[src/rtl/line_score_accumulator.sv]
// Sums weighted per-pixel reductions for each candidate line in a sweep and reports
// the highest-scoring line (pin, score, length) with a one-cycle done pulse.
module line_score_accumulator #(
  parameter int RED_W = 16,
  parameter int ACC_W = 24,
  parameter int PIN_W = 9,
  parameter int LEN_W = 11
) (
  input  logic             clk,
  input  logic             rst_n,
  input  logic             start,
  input  logic             in_valid,
  output logic             in_ready,
  input  logic [RED_W-1:0] in_reduction,
  input  logic [3:0]       in_weight,
  input  logic             in_last,
  input  logic [PIN_W-1:0] in_pin,
  input  logic             sweep_last,
  output logic             busy,
  output logic             done,
  output logic [PIN_W-1:0] best_pin,
  output logic [ACC_W-1:0] best_score,
  output logic [LEN_W-1:0] best_len,
  output logic             best_pos
);

  localparam int PROD_W = RED_W + 5;

  localparam logic [1:0] IDLE    = 2'd0;
  localparam logic [1:0] ACCUM   = 2'd1;
  localparam logic [1:0] COMPARE = 2'd2;
  localparam logic [1:0] DONE    = 2'd3;

  localparam logic [ACC_W-1:0] ACC_MIN = {1'b1, {(ACC_W-1){1'b0}}};
  localparam logic [ACC_W-1:0] ACC_MAX = {1'b0, {(ACC_W-1){1'b1}}};
  localparam logic [LEN_W-1:0] LEN_MAX = '1;

  logic [1:0]              state;
  logic [ACC_W-1:0]        line_sum;
  logic [LEN_W-1:0]        line_len;
  logic [PIN_W-1:0]        line_pin;
  logic                    line_sweep_last;

  logic signed [PROD_W-1:0] prod;
  logic [ACC_W:0]           sum_wide;
  logic [ACC_W-1:0]         sum_sat;
  logic [LEN_W-1:0]         len_inc;
  logic                     transfer;
  logic                     take_line;
  logic [ACC_W-1:0]         next_best;

  assign in_ready = (state == ACCUM);
  assign busy     = (state != IDLE);
  assign done     = (state == DONE);
  assign transfer = in_valid & in_ready;

  // Both operands widened to the full product width so the signed multiply never truncates.
  assign prod     = PROD_W'($signed(in_reduction)) * PROD_W'($signed({1'b0, in_weight}));
  assign sum_wide = {line_sum[ACC_W-1], line_sum}
                  + {{(ACC_W+1-PROD_W){prod[PROD_W-1]}}, prod};

  // NOTE: every variable assigned in always_comb gets a default first, so no latch is inferred.
  always_comb begin
    sum_sat = sum_wide[ACC_W-1:0];
    if (sum_wide[ACC_W] != sum_wide[ACC_W-1]) begin
      sum_sat = sum_wide[ACC_W] ? ACC_MIN : ACC_MAX;
    end
  end

  assign len_inc   = (line_len == LEN_MAX) ? line_len : line_len + 1'b1;
  assign take_line = $signed(line_sum) > $signed(best_score);
  assign next_best = take_line ? line_sum : best_score;

  // NOTE: state is written with non-blocking assignments only; blocking here would create
  // read-after-write ordering races between the line registers and the best registers.
  always_ff @(posedge clk) begin
    if (!rst_n) begin
      // NOTE: every register is reset (there is no memory array), so an aborted sweep
      // cannot leak a partial line or stale best result into the next one.
      state           <= IDLE;
      line_sum        <= '0;
      line_len        <= '0;
      line_pin        <= '0;
      line_sweep_last <= 1'b0;
      best_pin        <= '0;
      best_score      <= ACC_MIN;
      best_len        <= '0;
      best_pos        <= 1'b0;
    end else begin
      case (state)
        IDLE: begin
          if (start) begin
            state      <= ACCUM;
            line_sum   <= '0;
            line_len   <= '0;
            best_pin   <= '0;
            best_score <= ACC_MIN;
            best_len   <= '0;
            best_pos   <= 1'b0;
          end
        end

        ACCUM: begin
          if (transfer) begin
            line_sum <= sum_sat;
            line_len <= len_inc;
            if (in_last) begin
              line_pin        <= in_pin;
              line_sweep_last <= sweep_last;
              state           <= COMPARE;
            end
          end
        end

        COMPARE: begin
          // Strict compare: a tie keeps the earlier line.
          if (take_line) begin
            best_pin   <= line_pin;
            best_score <= line_sum;
            best_len   <= line_len;
          end
          line_sum <= '0;
          line_len <= '0;
          if (line_sweep_last) begin
            best_pos <= !next_best[ACC_W-1] && (next_best != '0);
            state    <= DONE;
          end else begin
            state <= ACCUM;
          end
        end

        DONE: begin
          state <= IDLE;
        end

        default: begin
          state <= IDLE;
        end
      endcase
    end
  end

endmodule

[config.mk]
export PLATFORM = sky130hd
export DESIGN_NAME = line_score_accumulator
export DESIGN_NICKNAME = d
export VERILOG_FILES = /design/src/rtl/line_score_accumulator.sv
export SDC_FILE = /design/constraint.sdc
export NUM_CORES = 1
export LEC_CHECK = 0
export ABC_AREA = 1
export CORE_MARGIN = 5
export CORE_UTILIZATION = 61
export DETAILED_ROUTE_END_ITERATION = 10
export PLACE_DENSITY = 0.85
export SLEW_MARGIN = 25
export SYNTH_ARGS = -nofsm -noshare
export SYNTH_HDL_FRONTEND = slang
export SYNTH_SLANG_ARGS = --single-unit
[constraint.sdc]
create_clock -name clk -period 12.1 [get_ports clk]
set_clock_uncertainty 0.15 [all_clocks]
set_input_delay 2.42 -clock clk [delete_from_list [all_inputs] [get_ports clk]]
set_output_delay 2.42 -clock clk [all_outputs]
set_load 0.01 [all_outputs]
== Word level (Yosys, flattened, before mapping) ==
Index checks and enable logic that the tools add are counted.

* Register bits after elaboration: 92
* Bits of input ports: 35
* Output and inout bits: 48
* Word-level logic and storage cells: 64

* Add/sub/neg operators: 2
* $mul: 1
* Magnitude comparators: 1
* Equality and inequality tests: 11
* Muxes and demuxes: 25
* Bitwise logic cells: 1
* Reductions and logical operators: 14

{| class="wikitable"
|+ Operator list
! kind !! count
|-
| 24-bit 2-to-1 mux || 6
|-
| 24-bit case mux with 3 select lines || 1
|-
| 24-bit case mux with 2 select lines || 1
|-
| 11-bit 2-to-1 mux || 4
|-
| 11-bit case mux with 3 select lines || 1
|-
| 24-bit by 21-bit adder with 25-bit output || 1
|-
| 24-bit greater-than comparator || 1
|-
| 24-bit nonzero test || 1
|-
| 11-bit case mux with 2 select lines || 1
|-
| 16-bit by 5-bit multiplier with 21-bit output || 1
|-
| 9-bit 2-to-1 mux || 2
|-
| 9-bit case mux with 2 select lines || 1
|-
| 3-bit AND reduction || 5
|-
| 11-bit by 1-bit adder with 11-bit output, second input constant || 1
|-
| 11-bit == test, second input constant || 1
|-
| 2-bit 2-to-1 mux || 4
|-
| 2-bit inequality test, second input constant || 4
|-
| 2-bit case mux with 4 select lines || 1
|-
| 2-bit == test, second input constant || 2
|-
| 2-bit by 1-bit inequality test with 1-bit output, second input constant || 2
|-
| 4-bit AND reduction || 1
|-
| 2-bit nonzero test || 2
|-
| 3-bit nonzero test || 1
|-
| 2-bit by 1-bit == test with 1-bit output, second input constant || 1
|-
| other kinds (8) || 9
|}

== Depth between registers and ports, before layout ==
* Depth after elaboration: 6
* Depth in mapped cells: 25
* Depth with buffers taken out: 22

== Worst setup path after synthesis ==
No wires, ideal clock.

* Kind: input-to-reg
* Start: input in_weight[1]
* End: register line_sum[17]
* Setup time: 0.143 ns
* Arrival time: 6.369 ns
* Data required time: 11.807 ns
* Setup slack: 5.437 ns
* Stages: 24
* Buffers on the path: 3
* Cells stage by stage: clkbuf_1 clkbuf_1 nand2_1 fa_1 inv_1 fa_1 inv_1 fa_1 inv_1 ha_1 a21o_1 a31oi_1 nand3_2 nand4_2 nand2_4 nand3_4 nand2_2 nand2_2 nand2_4 nand2_2 nand2_4 buf_6 o21ai_2 a21oi_2

* Word-level cells in the longest chain between the ends: 6
* Elaborated cells between the ends (all ways): 7
* Those cells by class: add/sub: 1; mul: 1; eq/ne: 1; mux: 4

{| class="wikitable"
|+ Ends and longest elaborated chain
! item !! line !! text
|-
| start, declared || 15 || <nowiki>input logic [3:0] in_weight,</nowiki>
|-
| 16-bit by 5-bit multiplier with 21-bit output * || 58 || <nowiki>assign prod = PROD_W'($signed(in_reduction)) * PROD_W'($signed({1'b0, in_weight}));</nowiki>
|-
| 24-bit by 21-bit adder with 25-bit output * || 60 || <nowiki>+ {{(ACC_W+1-PROD_W){prod[PROD_W-1]}}, prod};</nowiki>
|-
| 24-bit 2-to-1 mux / 1-bit inequality test (equally long branches) || 66, 65 ||
|-
| 24-bit 2-to-1 mux * || 65 || <nowiki>if (sum_wide[ACC_W] != sum_wide[ACC_W-1]) begin</nowiki>
|-
| 24-bit 2-to-1 mux * || 104 || <nowiki>if (transfer) begin</nowiki>
|-
| 24-bit case mux with 3 select lines * || 90 || <nowiki>case (state)</nowiki>
|-
| end signal, assigned || 105 || <nowiki>line_sum <= sum_sat;</nowiki>
|-
| end, declared || 39 || <nowiki>logic [ACC_W-1:0] line_sum;</nowiki>
|}

Every way passes the cells marked *; elsewhere a longest branch is shown, timed or not. The select of a mux whose other input is x is not followed.
A chain may end at the register's enable or synchronous reset.

== Worst setup path in the final report ==
* Start: input in_weight[1]
* End: register line_sum[0]

Same word-level chain as after synthesis.

==> out/metrics.sh <==
RUN_STATUS='finished, final reports clean'
FIN_CRIT_NS=7.72
CLOCK_LATENCY_NS=0.35
SYNTHARSTFLOPSHARE_PCT=0
P_PER_AREA_mW_PER_MM2=166
ANT_NETS=0
STATIC-LEAKAGE-POWER_uW=0.00456
CHIPHEIGHT_UM=127
POST_CTS_RESIZED=0
CTS_MADE_BUFFERS=9
DRIVE_ABOVE_1_SHARE_PCT=8.06
AVGVIACOUNTPERCELL=5.32
CLKSLEWWORSTSETUPHOLDPATHS_NS=0.07
REG2REGPATHDEPTH=21
PWR-SHARE-SEQ_PCT=22.5
ROUTE.FINAL.WIRE_LENGTH_UM=19200
INTERNAL-POWER_uW=833
SLEW_HEADROOM_PCT=34.1
PORT-BUFFER-COUNT=82
REGTOREGENDPOINT='line_sum[0]$_SDFFE_PN0P_'
PLACE_CONGESTION=0.933
CTS_BUFFER_DEPTH=2
TIMING.RR.START='line_sum[7]$_SDFFE_PN0P_'
SYNTH_AREA_MM2=0.00831
POST-ROUTE-CELL-AREA_MM2=0.00951
SYNTH.FF_LATCH_COUNT=92
GRT_OVERFLOW=0
POST_SYNTH.CELL_AREA_AVG_UM2=7.28
FINAL-HOLD-VIOLATION-COUNT=0
CLOCK_POWER_SHARE_PCT=19.5
TRITONCTS='yes'
CRIT_PATH_CELL_TRACE='clkdlybuf4s50_1, nand2_1, fa_1, inv_1, fa_1, inv_1, fa_1, inv_1, ha_1, a21oi_1, o21a_1, nor2_1, a2111oi_2, nand2_2, nand2_2, nand2_4, a21oi_4, o21ai_0, a21oi_1'
ROUTE.VIAS.TOTAL=7337
N_FILL_CELL=1075
COMBINATIONAL_FRACTION_OF_DESIGN_POWER_PCT=58.1
MAX_CAP_VIOLATIONS=0
CRIT_PATH_KIND='input pin to flop'
NUMBER_OF_GLOBAL_ROUTE_VIAS_BEFORE_REPAIR=7074
TYPE_OF_ELEMENT_CAPTURING_THE_CRITICAL_PATH='flop'
ROWS=42
WIRE_LENGTH_OF_THE_FIRST_GLOBAL_ROUTING_PASS_UM=33100
INSERTEDDIODECOUNT=0
CP-STARTPOINT='in_weight[1]'
SETUP_REPAIR_AFTER_GLOBAL_ROUTING_MISSED_ITS_MARGIN='false'
YS.FLOP_TYPE='dfxtp_1'
VDD_IR_DROP_MAX_mV=0.0641
CRITICAL-PATH-MAX-STAGE-DELAY_NS=0.85
YOSYSSEQAREASHARE_PCT=22.2
SYNTHESIS.INSTANCES=1142
LAYOUT_WORST_PATH_CYCLE_SHARE_PCT=63.8
FINISH.NET_COUNT=1367
SETUP.WORST_PATH.START_CLASS='input pin'
SYNTH.MOST_COMMON_CELL='inv_1'
P_SWITCHING_uW=741
SLEW_VIOL_FINAL=0
CORE_AREA_MM2=0.0133
NUMBER_OF_ITERATIONS_IN_THE_FIRST_DETAILED_ROUTING_PASS=5
SYN_NETS=1311
SYNTH_TOP_AREA_SHARE_PCT=22.2
CTS_SETUP_BUFFERS=0
TOP_LEVEL_PORTS=83
GRT.TOTAL_USAGE_PCT=24.5
CRITICAL_PATH_PEAK_FANOUT=23
SETUP-VIOLATIONS-FINAL=0
CTS.SINKS=92
SETUP.WORST_PATH.END='line_sum[0]$_SDFFE_PN0P_'
HOLD_CLASS='flop to flop'
WORST_EP_ARRIVAL_TIME_NS=7.84
SYNTH_TOP_CELL_BY_AREA='dfxtp_1'
DIE-AREA_MM2=0.0161
ANTENNA_FOUND_INITIAL=0
POST_CTS_HOLD_BUFFER_COUNT=0
AVERAGE_DETAILED_ROUTED_WIRE_LENGTH_PER_INSTANCE_UM=13.9
NON_FILLER_CELLS_FINAL=1379
GRT_START_MAX_NET_PINS=60
WORST-ENDPOINT-REQUIRED_NS=12.22
NUMPLACEDINSTANCES=1362
CLOCK-ROOT-BUFFER='clkbuf_16'
CLOCK.FMAX_GHz=0.129
POST-ROUTE-DRC-COUNT=0
SW_FRAC_OF_TOTAL_PCT=47.1
CTS_MAX_LEVEL=3
SYNTH_TOP_CELLS_BY_AREA='dfxtp_1 22%, fa_1 14%, ha_1 11%'
SYNTH_CELL_TYPE_COUNT=47
SYNTH-EDFF-COUNT=0
DPL-INSTANCE-AREA_MM2=0.00916
CHIPWIDTH_UM=127
FIN_TNS_SETUP_NS=0
AREA_GROWTH_SYN_TO_FIN_PCT=14.4
SYNTH_CELL_COUNT_LEADERS='233 x inv_1, 227 x nand2_1, 92 x dfxtp_1'
INITIALDRTVIOLATIONCOUNT=412
WORST_SLEW_PIN_SLEW_NS=0.989
STARTING_DENSITY_PCT=62.5
HPWL_UM=14900
SYNTH.YOSYS.WARNINGS=0
CRITICAL_PATH_S_SLOWEST_CELL='clkdlybuf4s50_1'
REG2REG_SLACK_NS=7.22
-- flip-flops by register name, summed over array words and instances (netlist names) --
name             flops
line_len            11
line_pin             9
best_pos             1
line_sum            24
line_sweep_last      1
best_score          24
state                2
best_len            11
best_pin             9
-- power by group through the flow --
stage               Clock (µW)  Sequential [µW]  Combinational, µW
floorplan                    0              354                747
global placement             0              358                888
detailed placement           0              360                908
CTS                        310              353                914
global route               323              357               1040
finish                     307              354                914
-- stage by stage --
| stage | worst slack (ns) | util [%] | hold WS [ns] | total power [µW] |
|---|---|---|---|---|
| global route | 4.04 | 71.5 | 0.320 | 1720 |
| finish | 4.38 | 71.5 | 0.299 | 1570 |
| detailed placement | 4.03 | 68.9 | 0.290 | 1270 |
| floorplan | 5.44 | - | 0.274 | 1100 |
| CTS | 4.39 | 71.3 | 0.300 | 1580 |
| global placement | 4.19 | 68.9 | 0.283 | 1250 |
-- worst max-delay path, delay by kind of cell --
family / cells / cell delay (ns)
buffers and inverters: 4 / 1.00
AOI/OAI and AO/OA: 6 / 1.72
adders and majority gates: 4 / 1.95
and+or+nand+nor: 5 / 0.72
-- routing by layer --
layer / vias to the layer above / routed length (µm) / track usage, %
li1: 3680 / - / -
met1: 3378 / 8520 / 33.3
met2: 238 / 8980 / 39.8
met3: 41 / 1210 / 4.20
met4: 0 / 454 / 8.33
met5: - / 0 / 0
-- logic make-up after synthesis --
logic type | Yosys count | share of synthesized area [%]
flops | 92 | 22.2
compound gates | 207 | 15.2
buf+inv | 281 | 13.3
simple gates | 405 | 21.3
fa+ha+maj | 134 | 25.6
xor+xnor | 23 | 2.42
-- how the worst min path moves through the flow --
stage                                         endpoint                          from  cells after the start
after CTS                     line_pin[4]$_SDFFE_PN0P_      line_pin[4]$_SDFFE_PN0P_                      2
final                         line_pin[2]$_SDFFE_PN0P_      line_pin[2]$_SDFFE_PN0P_                      2
after floorplan           line_sweep_last$_SDFFE_PN0P_  line_sweep_last$_SDFFE_PN0P_                      2
after global placement        line_pin[8]$_SDFFE_PN0P_      line_pin[8]$_SDFFE_PN0P_                      2
after detailed placement      line_pin[4]$_SDFFE_PN0P_      line_pin[4]$_SDFFE_PN0P_                      2
after global routing          line_pin[0]$_SDFFE_PN0P_      line_pin[0]$_SDFFE_PN0P_                      2
-- final cells by class --
type | count | area (µm²) | area share [%]
clock buffers | 9 | 225 | 2.37
clock inverters | 7 | 98.8 | 1.04
inverters | 241 | 905 | 9.51
repair buffers | 85 | 858 | 9.03
multi-input cells | 769 | 5360 | 56.4
well taps | 176 | 220 | 2.32
flip-flops and latches | 92 | 1840 | 19.4
-- placed cells by master (no fill, tap or decap), types with 2 or more instances in the layout --
| cell type | count |
|---|---|
| a31oi_1 | 4 |
| o21bai_1 | 3 |
| o21ai_0 | 72 |
| nand3_2 | 3 |
| o21a_1 | 5 |
| o21ai_1 | 3 |
| inv_2 | 8 |
| nor3_1 | 6 |
| nor2_4 | 2 |
| nand4_1 | 8 |
| o21ai_2 | 19 |
| inv_6 | 2 |
| nor2_1 | 77 |
| xnor2_1 | 7 |
| a21o_1 | 3 |
| ha_1 | 74 |
| buf_4 | 2 |
| a21oi_1 | 69 |
| bufinv_16 | 2 |
| nand2_1 | 227 |
| xor2_1 | 16 |
| nand3_1 | 60 |
| fa_1 | 60 |
| clkbuf_16 | 9 |
| a211oi_1 | 2 |
| clkdlybuf4s50_1 | 81 |
| nand2_2 | 10 |
| nand2_4 | 3 |
| inv_1 | 233 |
| nor2_2 | 2 |
| a21oi_2 | 21 |
| dfxtp_1 | 92 |
Note: power is estimated with default switching activity, not from simulation.
